### src/rtl/frame_scanout_pkg.sv
// rtl/frame_scanout_pkg.sv - shared types and geometry for frame scan-out
package frame_scanout_pkg;

  localparam int H_PIXELS_DEF = 320;
  localparam int V_LINES_DEF  = 240;
  localparam int ADDR_W_DEF   = 18;
  localparam int RGB565_W     = 16;

  typedef enum logic [1:0] {
    ST_IDLE  = 2'd0,
    ST_SCAN  = 2'd1,
    ST_DRAIN = 2'd2
  } scan_state_t;

  // Counter width that stays legal for a count of one.
  function automatic int cnt_w(input int n);
    return (n > 1) ? $clog2(n) : 1;
  endfunction

endpackage

### src/rtl/frame_scanout_if.sv
// rtl/frame_scanout_if.sv - frame memory read port and pixel stream
interface frame_scanout_if
  import frame_scanout_pkg::*;
#(
  parameter int ADDR_W = ADDR_W_DEF,
  parameter int DATA_W = RGB565_W
);

  logic              rd_en;
  logic [ADDR_W-1:0] rd_addr;
  logic [DATA_W-1:0] rd_data;
  logic [DATA_W-1:0] pix_data;
  logic              pix_valid;
  logic              pix_ready;
  logic              pix_sof;
  logic              pix_eol;

  modport master (
    output rd_en, rd_addr, pix_data, pix_valid, pix_sof, pix_eol,
    input  rd_data, pix_ready
  );

  modport slave (
    input  rd_en, rd_addr, pix_data, pix_valid, pix_sof, pix_eol,
    output rd_data, pix_ready
  );

endinterface

### src/rtl/scanout_fifo2.sv
// rtl/scanout_fifo2.sv - two-entry pixel FIFO with occupancy count
module scanout_fifo2
  import frame_scanout_pkg::*;
#(
  parameter int W = RGB565_W
) (
  input  logic         CLK,
  input  logic         RST,
  input  logic         push,
  input  logic         pop,
  input  logic [W-1:0] din,
  output logic [W-1:0] dout,
  output logic [1:0]   count,
  output logic         empty
);

  logic [W-1:0] mem [2];
  logic         wr_ptr;
  logic         rd_ptr;

  always_ff @(posedge CLK or negedge RST) begin
    if (!RST) begin
      mem[0] <= '0;
      mem[1] <= '0;
      wr_ptr <= 1'b0;
      rd_ptr <= 1'b0;
      count  <= 2'd0;
    end else begin
      if (push) begin
        mem[wr_ptr] <= din;
        wr_ptr      <= ~wr_ptr;
      end
      if (pop) rd_ptr <= ~rd_ptr;
      case ({push, pop})
        2'b10:   count <= count + 2'd1;
        2'b01:   count <= count - 2'd1;
        default: count <= count;
      endcase
    end
  end

  assign dout  = mem[rd_ptr];
  assign empty = (count == 2'd0);

endmodule

### src/rtl/frame_scanout.sv
// rtl/frame_scanout.sv - per-tick scan-out of a double-buffered frame to the display stream
module frame_scanout
  import frame_scanout_pkg::*;
#(
  parameter int H_PIXELS = H_PIXELS_DEF,
  parameter int V_LINES  = V_LINES_DEF,
  parameter int ADDR_W   = ADDR_W_DEF,
  parameter int DATA_W   = RGB565_W
) (
  input  logic CLK,
  input  logic RST,
  input  logic frame,
  input  logic wr_done,
  output logic back_bank,
  output logic busy,
  output logic overrun,
  frame_scanout_if.master io
);

  localparam int NPIX = H_PIXELS * V_LINES;
  localparam int IW   = cnt_w(NPIX);
  localparam int CW   = cnt_w(H_PIXELS);
  localparam int LW   = cnt_w(V_LINES);

  localparam logic [ADDR_W-1:0] BANK1_BASE = ADDR_W'(NPIX);
  localparam logic [IW-1:0]     LAST_IDX   = IW'(NPIX - 1);
  localparam logic [CW-1:0]     LAST_COL   = CW'(H_PIXELS - 1);
  localparam logic [LW-1:0]     LAST_LINE  = LW'(V_LINES - 1);

  scan_state_t       state, state_nxt;
  logic              front, pending, inflight;
  logic [IW-1:0]     rd_idx;
  logic [CW-1:0]     col;
  logic [LW-1:0]     line;
  logic              start, pop, last_pop;
  logic              fifo_push, fifo_pop, fifo_empty;
  logic [1:0]        fifo_count;
  logic [2:0]        occ;
  logic [DATA_W-1:0] fifo_head;

  assign start     = (state == ST_IDLE) && frame;
  assign busy      = (state != ST_IDLE);
  assign overrun   = frame && busy;
  assign back_bank = ~front;

  // An empty FIFO lets the returning read bypass straight to the output.
  assign io.pix_valid = !fifo_empty || inflight;
  assign io.pix_data  = !fifo_empty ? fifo_head : (inflight ? io.rd_data : '0);
  assign io.pix_sof   = io.pix_valid && (col == '0) && (line == '0);
  assign io.pix_eol   = io.pix_valid && (col == LAST_COL);

  assign pop       = io.pix_valid && io.pix_ready;
  assign last_pop  = pop && (col == LAST_COL) && (line == LAST_LINE);
  assign fifo_pop  = pop && !fifo_empty;
  assign fifo_push = inflight && !(fifo_empty && pop);
  assign occ       = {1'b0, fifo_count} + {2'b00, inflight};

  always_comb begin
    state_nxt  = state;
    io.rd_en   = 1'b0;
    io.rd_addr = '0;
    case (state)
      ST_IDLE: if (frame) state_nxt = ST_SCAN;
      ST_SCAN: begin
        io.rd_en   = occ < (3'd2 + {2'b00, pop});
        io.rd_addr = (front ? BANK1_BASE : '0) + ADDR_W'(rd_idx);
        if (io.rd_en && (rd_idx == LAST_IDX)) state_nxt = ST_DRAIN;
      end
      ST_DRAIN: if (last_pop) state_nxt = ST_IDLE;
      default: state_nxt = ST_IDLE;
    endcase
  end

  always_ff @(posedge CLK or negedge RST) begin
    if (!RST) begin
      state    <= ST_IDLE;
      inflight <= 1'b0;
      front    <= 1'b0;
      pending  <= 1'b0;
    end else begin
      state    <= state_nxt;
      inflight <= io.rd_en;
      if (start && (pending || wr_done)) begin
        front   <= ~front;
        pending <= 1'b0;
      end else if (wr_done) begin
        pending <= 1'b1;
      end
    end
  end

  always_ff @(posedge CLK or negedge RST) begin
    if (!RST) begin
      rd_idx <= '0;
      col    <= '0;
      line   <= '0;
    end else if (start) begin
      rd_idx <= '0;
      col    <= '0;
      line   <= '0;
    end else begin
      if (io.rd_en && (rd_idx != LAST_IDX)) rd_idx <= rd_idx + IW'(1);
      if (pop) begin
        if (col == LAST_COL) begin
          col  <= '0;
          line <= (line == LAST_LINE) ? '0 : line + LW'(1);
        end else begin
          col <= col + CW'(1);
        end
      end
    end
  end

  scanout_fifo2 #(.W(DATA_W)) u_fifo (
    .CLK   (CLK),
    .RST   (RST),
    .push  (fifo_push),
    .pop   (fifo_pop),
    .din   (io.rd_data),
    .dout  (fifo_head),
    .count (fifo_count),
    .empty (fifo_empty)
  );

endmodule
### src/flat_wrapper.sv
// flat-port wrapper written by rule: the top's interface ports become plain ports
module frame_scanout_flat import frame_scanout_pkg::*;
#(
  parameter int H_PIXELS = H_PIXELS_DEF,
  parameter int V_LINES  = V_LINES_DEF,
  parameter int ADDR_W   = ADDR_W_DEF,
  parameter int DATA_W   = RGB565_W
)
  (CLK, RST, frame, wr_done, back_bank, busy, overrun, io_rd_en, io_rd_addr, io_pix_data, io_pix_valid, io_pix_sof, io_pix_eol, io_rd_data, io_pix_ready);
  frame_scanout_if #(.ADDR_W(ADDR_W), .DATA_W(DATA_W)) io_i ();
  input  logic CLK;
  input  logic RST;
  input  logic frame;
  input  logic wr_done;
  output logic back_bank;
  output logic busy;
  output logic overrun;
  output wire logic [$bits(io_i.rd_en)-1:0] io_rd_en;
  output wire logic [$bits(io_i.rd_addr)-1:0] io_rd_addr;
  output wire logic [$bits(io_i.pix_data)-1:0] io_pix_data;
  output wire logic [$bits(io_i.pix_valid)-1:0] io_pix_valid;
  output wire logic [$bits(io_i.pix_sof)-1:0] io_pix_sof;
  output wire logic [$bits(io_i.pix_eol)-1:0] io_pix_eol;
  input wire logic [$bits(io_i.rd_data)-1:0] io_rd_data;
  input wire logic [$bits(io_i.pix_ready)-1:0] io_pix_ready;
  assign io_rd_en = io_i.rd_en;
  assign io_rd_addr = io_i.rd_addr;
  assign io_pix_data = io_i.pix_data;
  assign io_pix_valid = io_i.pix_valid;
  assign io_pix_sof = io_i.pix_sof;
  assign io_pix_eol = io_i.pix_eol;
  assign io_i.rd_data = io_rd_data;
  assign io_i.pix_ready = io_pix_ready;
  frame_scanout #(.H_PIXELS(H_PIXELS), .V_LINES(V_LINES), .ADDR_W(ADDR_W), .DATA_W(DATA_W)) u_core (.CLK(CLK), .RST(RST), .frame(frame), .wr_done(wr_done), .back_bank(back_bank), .busy(busy), .overrun(overrun), .io(io_i));
endmodule
### config.mk
export PLATFORM = sky130hd
export DESIGN_NAME = frame_scanout_flat
export DESIGN_NICKNAME = d
export VERILOG_FILES = /design/src/rtl/frame_scanout_pkg.sv /design/src/rtl/frame_scanout_if.sv /design/src/rtl/scanout_fifo2.sv /design/src/rtl/frame_scanout.sv /design/src/flat_wrapper.sv
export SDC_FILE = /design/constraint.sdc
export NUM_CORES = 1
export LEC_CHECK = 0
export ABC_AREA = 1
export CAP_MARGIN = 20
export CORE_UTILIZATION = 45
export DETAILED_ROUTE_END_ITERATION = 12
export PLACE_DENSITY = 0.63
export SLEW_MARGIN = 20
export SYNTH_ARGS = -nofsm -noshare
export SYNTH_HDL_FRONTEND = slang
export SYNTH_SLANG_ARGS = --single-unit
### constraint.sdc
create_clock -name CLK -period 4.6 [get_ports CLK]
set_input_delay 0.46 -clock CLK [delete_from_list [all_inputs] [get_ports CLK]]
set_output_delay 0.46 -clock CLK [all_outputs]
set_load 0.01 [all_outputs]
Word-level counts from Yosys, hierarchy flattened
Cells that the tools add are included.

storage, ports and cells
  register bits = 75
  input port bits = 21
  output and inout port bits = 41

cells by class
  muxes and demuxes = 27
  $lt $le $gt $ge = 4
  reduce and logical (&&, ||, !) cells = 31
  bitwise logic cells = 5
  $add $sub $neg = 8
  eq/ne operators = 11

operator list
  operator                                                                number
  16-bit two-way mux                                                      6
  17-bit two-way mux                                                      3
  32-bit bitwise mux                                                      1
  8-bit two-way mux                                                       4
  9-bit two-way mux                                                       3
  18-bit by 17-bit adder with 18-bit output                               1
  18-bit two-way mux                                                      1
  17-bit by 1-bit adder with 17-bit output (second input constant)        1
  17-bit equality test (second input constant)                            1
  17-bit inequality test (second input constant)                          1
  16-bit demux with 1-bit select                                          1
  1-bit logical AND                                                       15
  2-bit nonzero test                                                      6
  9-bit by 1-bit adder with 9-bit output (second input constant)          1
  9-bit equality test (second input constant)                             1
  9-bit logical NOT                                                       1
  8-bit by 1-bit adder with 8-bit output (second input constant)          1
  8-bit equality test (second input constant)                             1
  8-bit logical NOT                                                       1
  2-bit two-way mux                                                       3
  2-bit one-hot mux with 3 select lines                                   1
  2-bit by 1-bit equality test with 1-bit output (second input constant)  2
  2-bit equality test (second input constant)                             2
  2-bit >= comparator (second input constant)                             2
  17 further kinds                                                        26

Depth between registers and ports, before layout
Gate-level depths: netlist of run 1.

  word-level depth = 10
  gate-level depth with buffers = 11

Cells and area by module
Synthesis of run 1 repeated with hierarchy kept, for this count alone.

unflattened totals
  cells, all modules = 658
  area total of the unflattened synthesis = 4808.4 µm²

modules (own cells, without submodules)
  module         instances  area an instance (µm²)  cells each
  frame_scanout  1          3131.8                  464
  scanout_fifo2  1          1676.6                  194

Worst setup path after synthesis of run 1
No wires, ideal clock.

  path type = register to output
  from = register u_core.front
  to = output io_rd_addr[16]
  path buffers = 0
  stages on the path, launching flop included = 7
  arrival = 1.626 ns
  slack = 2.514 ns
  required time = 4.140 ns
  cell sequence = dfrtp_1 > ha_1 > fa_1 > nand3_1 > nand2_1 > and3_1 > nor3_1

on the way
  word-level cells in the longest chain between the ends = 3

RTL lines
  item                                       RTL line             RTL
  start, declared                            frame_scanout.sv:31  logic front, pending, inflight;
  start signal, assigned                     frame_scanout.sv:84  front <= ~front;
  17-bit two-way mux                         frame_scanout.sv:66  io.rd_addr = (front ? BANK1_BASE : '0) + ADDR_W'(rd_idx);
  18-bit by 17-bit adder with 18-bit output  frame_scanout.sv:66
  18-bit two-way mux                         frame_scanout.sv:62  case (state)
  end, declared                              flat_wrapper.sv:19   output wire logic [$bits(io_i.rd_addr)-1:0] io_rd_addr;

Every way passes these cells.

Worst setup path in the final report of run 1
  from = register u_core.inflight
  to = output io_rd_en

on the way
  word-level cells in the longest chain between the ends = 5
  elaborated cells between the ends (all ways) = 6
  those cells by class = add/sub (2); order compare (1); mux (1); reduce/logical (2)

RTL lines
  item                                    RTL line             RTL
  start, declared                         frame_scanout.sv:31
  start signal, assigned                  frame_scanout.sv:82  inflight <= io.rd_en;
  1-bit logical OR                        frame_scanout.sv:47  assign io.pix_valid = !fifo_empty || inflight;
  1-bit logical AND                       frame_scanout.sv:52  assign pop = io.pix_valid && io.pix_ready;
  2-bit by 1-bit adder with 3-bit output  frame_scanout.sv:65  io.rd_en = occ < (3'd2 + {2'b00, pop});
  3-bit < comparator *                    frame_scanout.sv:65
  1-bit two-way mux *                     frame_scanout.sv:62
  end, declared                           flat_wrapper.sv:18   output wire logic [$bits(io_i.rd_en)-1:0] io_rd_en;

Mark *: on every way between the ends. The rest lies on a longest branch, timed or not.

==> results.txt, run 1 <==
Overflow after GRT = 0
Crit Path Class = flip-flop to output port
Rows = 36
CTS Sinks = 75
Final ANT Viol Nets = 0
DRC Markers = 0
Yosys cell types = 40
Post-synthesis instance area = 0.00469 sq mm
Power Total = 3.23 mW
Wire per inst = 13.4 microns
Fin. Hold Viols = 0
Final Util = 55.4%
Cell mode on critical path = ha_1
Initial DRC Count = 161
Port Buffers = 61
Reg2Reg Launch Point = u_core.u_fifo.count[0]$_DFFE_PN0P_
CP peak stage delay = 0.81 ns
Fillers = 940
Chip height = 104 microns
Crit Path Max Fanout = 19
Post-Place Cell Area = 0.00534 sq mm
Worst slack, placed = 1.92 ns
Cells after DPL = 774
Die X = 104 microns
Final min period = 3.04 ns
Crit-path leading delay family = flip-flops
Worst-Skew Late Latency = 0.37 ns
Setup crit start = u_core.inflight$_DFF_PN0_
Nets = 686
Final instance area = 0.00552 sq mm
Setup tns final = 0 ns
Commonest cells after routing, fill and taps aside = nand2_1 (133), nor2_1 (95), dfrtp_1 (75), nand3_1 (67), clkdlybuf4s50_1 (60)
Layout Skew = 0.0118 ns
Hold_buf cts = 0
PwrDens = 585 mW/mm^2
Critical path cell sequence = ha_1 -> ha_1 -> nand2_4 -> nand3_4 -> inv_1 -> clkdlybuf4s50_1
First-pass DRT Iterations = 4
Vias in the first global route = 3890
Longest Clk Path Bufs = 2
Max-cap violations = 0
Vias/cell = 5.09
Mapped Cells = 602
Final count of negative-setup-slack endpoints = 0
Area of the die = 0.0108 sq mm
WL final = 10600 microns
Core ar. = 0.00995 sq mm
Max Clk Rate = 0.329 GHz
Worst-path clk slew = 0.09 ns
Buf/Inv on CP = 2
CTS resizes = 0
Number of cells on the critical path = 6
Worst EP arrival = 2.58 ns
WP data required = 4.14 ns
Outcome = completed
Synth Warn # = 0
Hold crit path type = primary input to async pin
Largest net degree at the start of global routing = 49
Synthesis-to-layout area growth = 17.6%
Max H-tree Level = 3
# IOs = 62
Setup WS post-layout = 1.56 ns
Worst reg-to-reg path cell count = 8
Worst-Margin Slew = 0.753 ns
Startpoint Class = flip-flop
N_diodes = 0
Mapped Nets = 636
Fin. max-slew vios = 0
Initial Util = 47.1%
Seq cells post-synth = 75
Max-Slew Margin vs Limit = 49.7%
Global placement routability congestion = 0.873
Crit path max-delay cell type = dfrtp_1
Worst vdd ir = 0.000304 V
RSZ-0062 raised after global routing = false
Pleak = 2.65 nW
GR Util All Layers = 21.0%
Cts bufs inserted = 9
Final period utilization = 66.0%
First-pass GRT wire length = 18400 microns
Critical Path End Type = output port
Hpwl dp = 7190 microns
Non-filler instance count after layout = 790
Vias = 4021
Hold_ws = 0.113 ns
Antenna violations before repair = 0
Layout cells sized above 1 = 10.0%
Clk root buf = clkbuf_8
Avg Cell Area, Syn = 7.79 sq um
Sequential area share after synthesis = 40.0%
Commonest non-fill, non-tap cell in the layout = nand2_1
Post-CTS setup buffer count = 0
CTS tree = yes
[kinds of logic (layout without fill, tap and decap cells)]
kind of cell	Yosys count	in the layout	share of synthesized area, %
flops	75	75	40.0
compound gates	52	52	6.59
simple gates	342	342	33.8
fa+ha+maj	13	13	3.63
xor+xnor	18	18	3.36
mux	16	16	4.64
buf+inv	86	141	7.90
[final timing paths]
| kind | end | slack [ns] |
|---|---|---|
| max | io_rd_en | 1.56 |
| min | u_core.u_fifo.count[1]$_DFFE_PN0P_ | 0.11 |
| max reg2reg | u_core.u_fifo.count[1]$_DFFE_PN0P_ | 2.18 |
| min reg2reg | u_core.u_fifo.mem[21]$_DFFE_PN0P_ | 0.48 |
| max in group asynchronous | u_core.rd_idx[14]$_DFFE_PN0P_ | 3.39 |
| min in group CLK | u_core.u_fifo.mem[21]$_DFFE_PN0P_ | 0.48 |
[power breakdown]
part / switching, mW / internal, mW
registers: 0.227 / 0.889
logic: 0.874 / 0.760
clock network: 0.278 / 0.197
[cells in the mapped netlist, drive strengths merged]
library cell / n / area (sq um)
a21oi: 17 / 85.1
and2: 2 / 12.5
and3: 1 / 6.26
buf: 18 / 114
clkbuf: 6 / 22.5
clkinv: 1 / 5.00
dfrtp: 75 / 1880
fa: 1 / 20.0
ha: 12 / 150
inv: 61 / 229
mux2: 16 / 218
nand2: 139 / 547
nand3: 79 / 463
nand3b: 1 / 7.51
nand4: 9 / 71.3
nor2: 102 / 429
nor3: 7 / 35.0
nor4: 1 / 6.26
o21ai: 17 / 88.8
o21bai: 2 / 15.0
o31ai: 16 / 120
or3b: 1 / 8.76
xnor2: 2 / 17.5
xor2: 16 / 140
[flip-flops by register name, indices dropped and copies added (netlist names)]
name and cells:
u_core.u_fifo.mem 32, u_core.rd_idx 17, u_core.col 9, u_core.line 8
u_core.state 2, u_core.u_fifo.count 2, u_core.front 1, u_core.inflight 1
u_core.pending 1, u_core.u_fifo.rd_ptr 1, u_core.u_fifo.wr_ptr 1
[layer usage]
metal | share of wire, % | vias to the layer above | global-route usage, %
met5 | 0 | - | 0
met4 | 1.4 | 0 | 6.84
met3 | 3.5 | 13 | 4.57
met2 | 46 | 75 | 33.7
met1 | 49 | 1883 | 28.0
li1 | - | 2050 | -
[area by class of cell]
class | count | area [sq um] | area share [%]
Clock inverter | 7 | 52.6 | 0.953
Sequential cell | 75 | 1880 | 34.0
Clock buffer | 9 | 124 | 2.25
Timing Repair Buffer | 63 | 621 | 11.3
Tap cell | 133 | 166 | 3.02
Multi-Input combinational cell | 441 | 2440 | 44.3
Inverter | 62 | 234 | 4.24
(Power assumes the default switching activity.)
==> run 2: changes to the inputs <==
- PLACE_DENSITY: 0.63 -> 0.66
- clock period: 4.6 -> 2.5 ns (I/O delays scaled with it)
==> results.txt, run 2 (synthesis results as in run 1) <==
Outcome = completed
GR Util All Layers = 20.7%
Core ar. = 0.00995 sq mm
Commonest non-fill, non-tap cell in the layout = nand2_1
Wire per inst = 13.2 microns
Switching Share = 41.6%
Crit-path leading delay family = adder cells
Initial Util = 47.1%
Vias = 4071
Critical path cell sequence = ha_1 -> fa_1 -> inv_1 -> nor2_1 -> clkdlybuf4s50_1
WL final = 10600 microns
Hold crit path type = primary input to async pin
Final count of negative-setup-slack endpoints = 0
Crit path max-delay cell type = clkdlybuf4s50_1
CTS Sinks = 75
Area of the multi-input gates = 0.00245 sq mm
Worst R2R End = u_core.line[7]$_DFFE_PN0P_
Synthesis-to-layout area growth = 20.8%
Hpwl dp = 7230 microns
Critical Path End Type = output port
Grt met2 use = 32.0%
Buf/Inv on CP = 2
Worst-Skew Late Latency = 0.35 ns
Clk root buf = clkbuf_8
Antenna violations before repair = 0
R2r setup slk = 0.56 ns
Final period utilization = 95.3%
Max-Slew Margin vs Limit = 57.5%
Met1 Track Usage GR = 29.3%
First-pass DRT Iterations = 5
Worst EP arrival = 2.13 ns
Final min period = 2.38 ns
Commonest cells after routing, fill and taps aside = nand2_1 (133), nor2_1 (94), dfrtp_1 (74), nand3_1 (67), inv_1 (59)
Port Buffers = 61
DRC Markers = 0
Chip height = 104 microns
Crit Path Class = flip-flop to output port
Startpoint Class = flip-flop
Nets = 699
Vias/cell = 5.07
Longest Clk Path Bufs = 2
CTS tree = yes
Worst vdd ir = 0.000526 V
Comb pwr share = 51.8%
Fillers = 945
Setup tns final = 0 ns
Register Area = 0.00188 sq mm
Fin. Hold Viols = 0
Largest net degree at the start of global routing = 49
Reg2Reg Launch Point = u_core.inflight$_DFF_PN0_
Internal = 3.58 mW
PwrDens = 1080 mW/mm^2
Layout Skew = 0.0133 ns
N_diodes = 0
Clock network power share = 16.1%
CP peak stage delay = 0.55 ns
Area of the die = 0.0108 sq mm
# IOs = 62
Overflow after GRT = 0
Top Usage Layer GRT = met2
Layout cells sized above 1 = 12.1%
Die X = 104 microns
Worst reg-to-reg path cell count = 7
Net Switching = 2.55 mW
RSZ-0062 raised after global routing = false
Pleak = 2.78 nW
Largest registers = u_core.u_fifo.mem (32), u_core.rd_idx (17), u_core.col (9)
Global placement routability congestion = 0.870
First-pass GRT wire length = 18400 microns
Max-cap violations = 0
Cts bufs inserted = 9
Worst-Margin Slew = 0.637 ns
Rows = 36
Initial DRC Count = 197
WP data required = 2.25 ns
Reg power frac = 32.1%
Max Clk Rate = 0.420 GHz
Most flops, register = u_core.u_fifo.mem
Final ANT Viol Nets = 0
Fin. max-slew vios = 0
Post-Place Cell Area = 0.00542 sq mm
Crit Path Max Fanout = 2
Max FFs per register = 32
Max H-tree Level = 3
GR Layer Usage met3 = 2.44%
Worst-path clk slew = 0.10 ns
Final instance area = 0.00566 sq mm
Vias in the first global route = 3907
==> run 2: changes by cell type in the layout (fill, tap and decap cells not counted), moves of 2 or more <==
cell             previous run  this run
buf_4                       2        13
clkdlybuf4s50_1            60        54
dlygate4sd2_1               0         4
clkinvlp_4                  4         2
dlymetal6s2s_1              0         2
inv_6                       1         3
==> run 2: power groups by stage <==
stage,logic (mW),registers [mW],clock network (mW)
6_report,3.18,1.97,0.990
5_1_grt,3.51,2.02,1.08
4_1_cts,3.21,1.96,1.02
3_5_place_dp,3.19,1.98,0
3_3_place_gp,3.14,1.96,0
2_1_floorplan,2.24,1.88,0
==> run 2: worst max path at each step <==
| stage | startpoint | to | cells after the start |
|---|---|---|---|
| detailed placement | u_core.rd_idx[10]$_DFFE_PN0P_ | io_rd_addr[16] | 7 |
| global route | u_core.rd_idx[11]$_DFFE_PN0P_ | io_rd_addr[13] | 6 |
| finish | u_core.rd_idx[10]$_DFFE_PN0P_ | io_rd_addr[11] | 5 |
| floorplan | u_core.front$_DFFE_PN0P_ | io_rd_addr[16] | 6 |
| CTS | u_core.u_fifo.count[0]$_DFFE_PN0P_ | io_rd_en | 6 |
| global placement | u_core.rd_idx[10]$_DFFE_PN0P_ | io_rd_addr[16] | 7 |
==> run 2: metal layers <==
| metal | routed length (microns) | vias up | share of wire (%) |
|---|---|---|---|
| met5 | 0 | - | 0 |
| met4 | 206 | 0 | 1.9 |
| met3 | 449 | 17 | 4.2 |
| met2 | 4640 | 104 | 44 |
| met1 | 5280 | 1882 | 50 |
| li1 | - | 2068 | - |
==> run 2: worst reg2reg max path: stages, from the launching register on <==
cell	delay [ns]
dfrtp_1	0.35
buf_4	0.26
inv_1	0.11
nand2_4	0.12
nand2_2	0.14
o21ai_2	0.52
nand2_1	0.20
o21ai_0	0.19
==> run 2: final cells by class <==
class / instances / share of cell area [%]
sequential: 75 / 33.2
tap: 133 / 2.94
multi-input combinational: 441 / 43.3
inverter: 62 / 4.13
timing repair buffer: 76 / 12.8
clock buffer: 9 / 2.19
clock inverter: 7 / 1.46
==> run 2: what timing repair did <==
action                     in CTS  in global routing
setup buffers                   1                  0
hold endpoints to repair       27                  0
hold buffers                    1                  0
gates resized for setup         5                  6
pin swaps                       0                  0
setup endpoints to repair       5                 17
==> run 2: stage by stage <==
| stage | setup slack (ns) | power, mW | hold slack [ns] | utilization, % | cells |
|---|---|---|---|---|---|
| 6_report | 0.118 | 6.13 | 0.444 | 56.9 | 803 |
| 5_1_grt | 0.0127 | 6.61 | 0.489 | 56.9 | 803 |
| 4_1_cts | 0.0205 | 6.19 | 0.452 | 56.7 | 803 |
| 3_5_place_dp | 0.130 | 5.17 | 0.282 | 54.5 | 785 |
| 3_3_place_gp | 0.183 | 5.10 | 0.293 | 54.5 | 785 |
| 2_1_floorplan | 0.624 | 4.12 | -0.0456 | - | 602 |
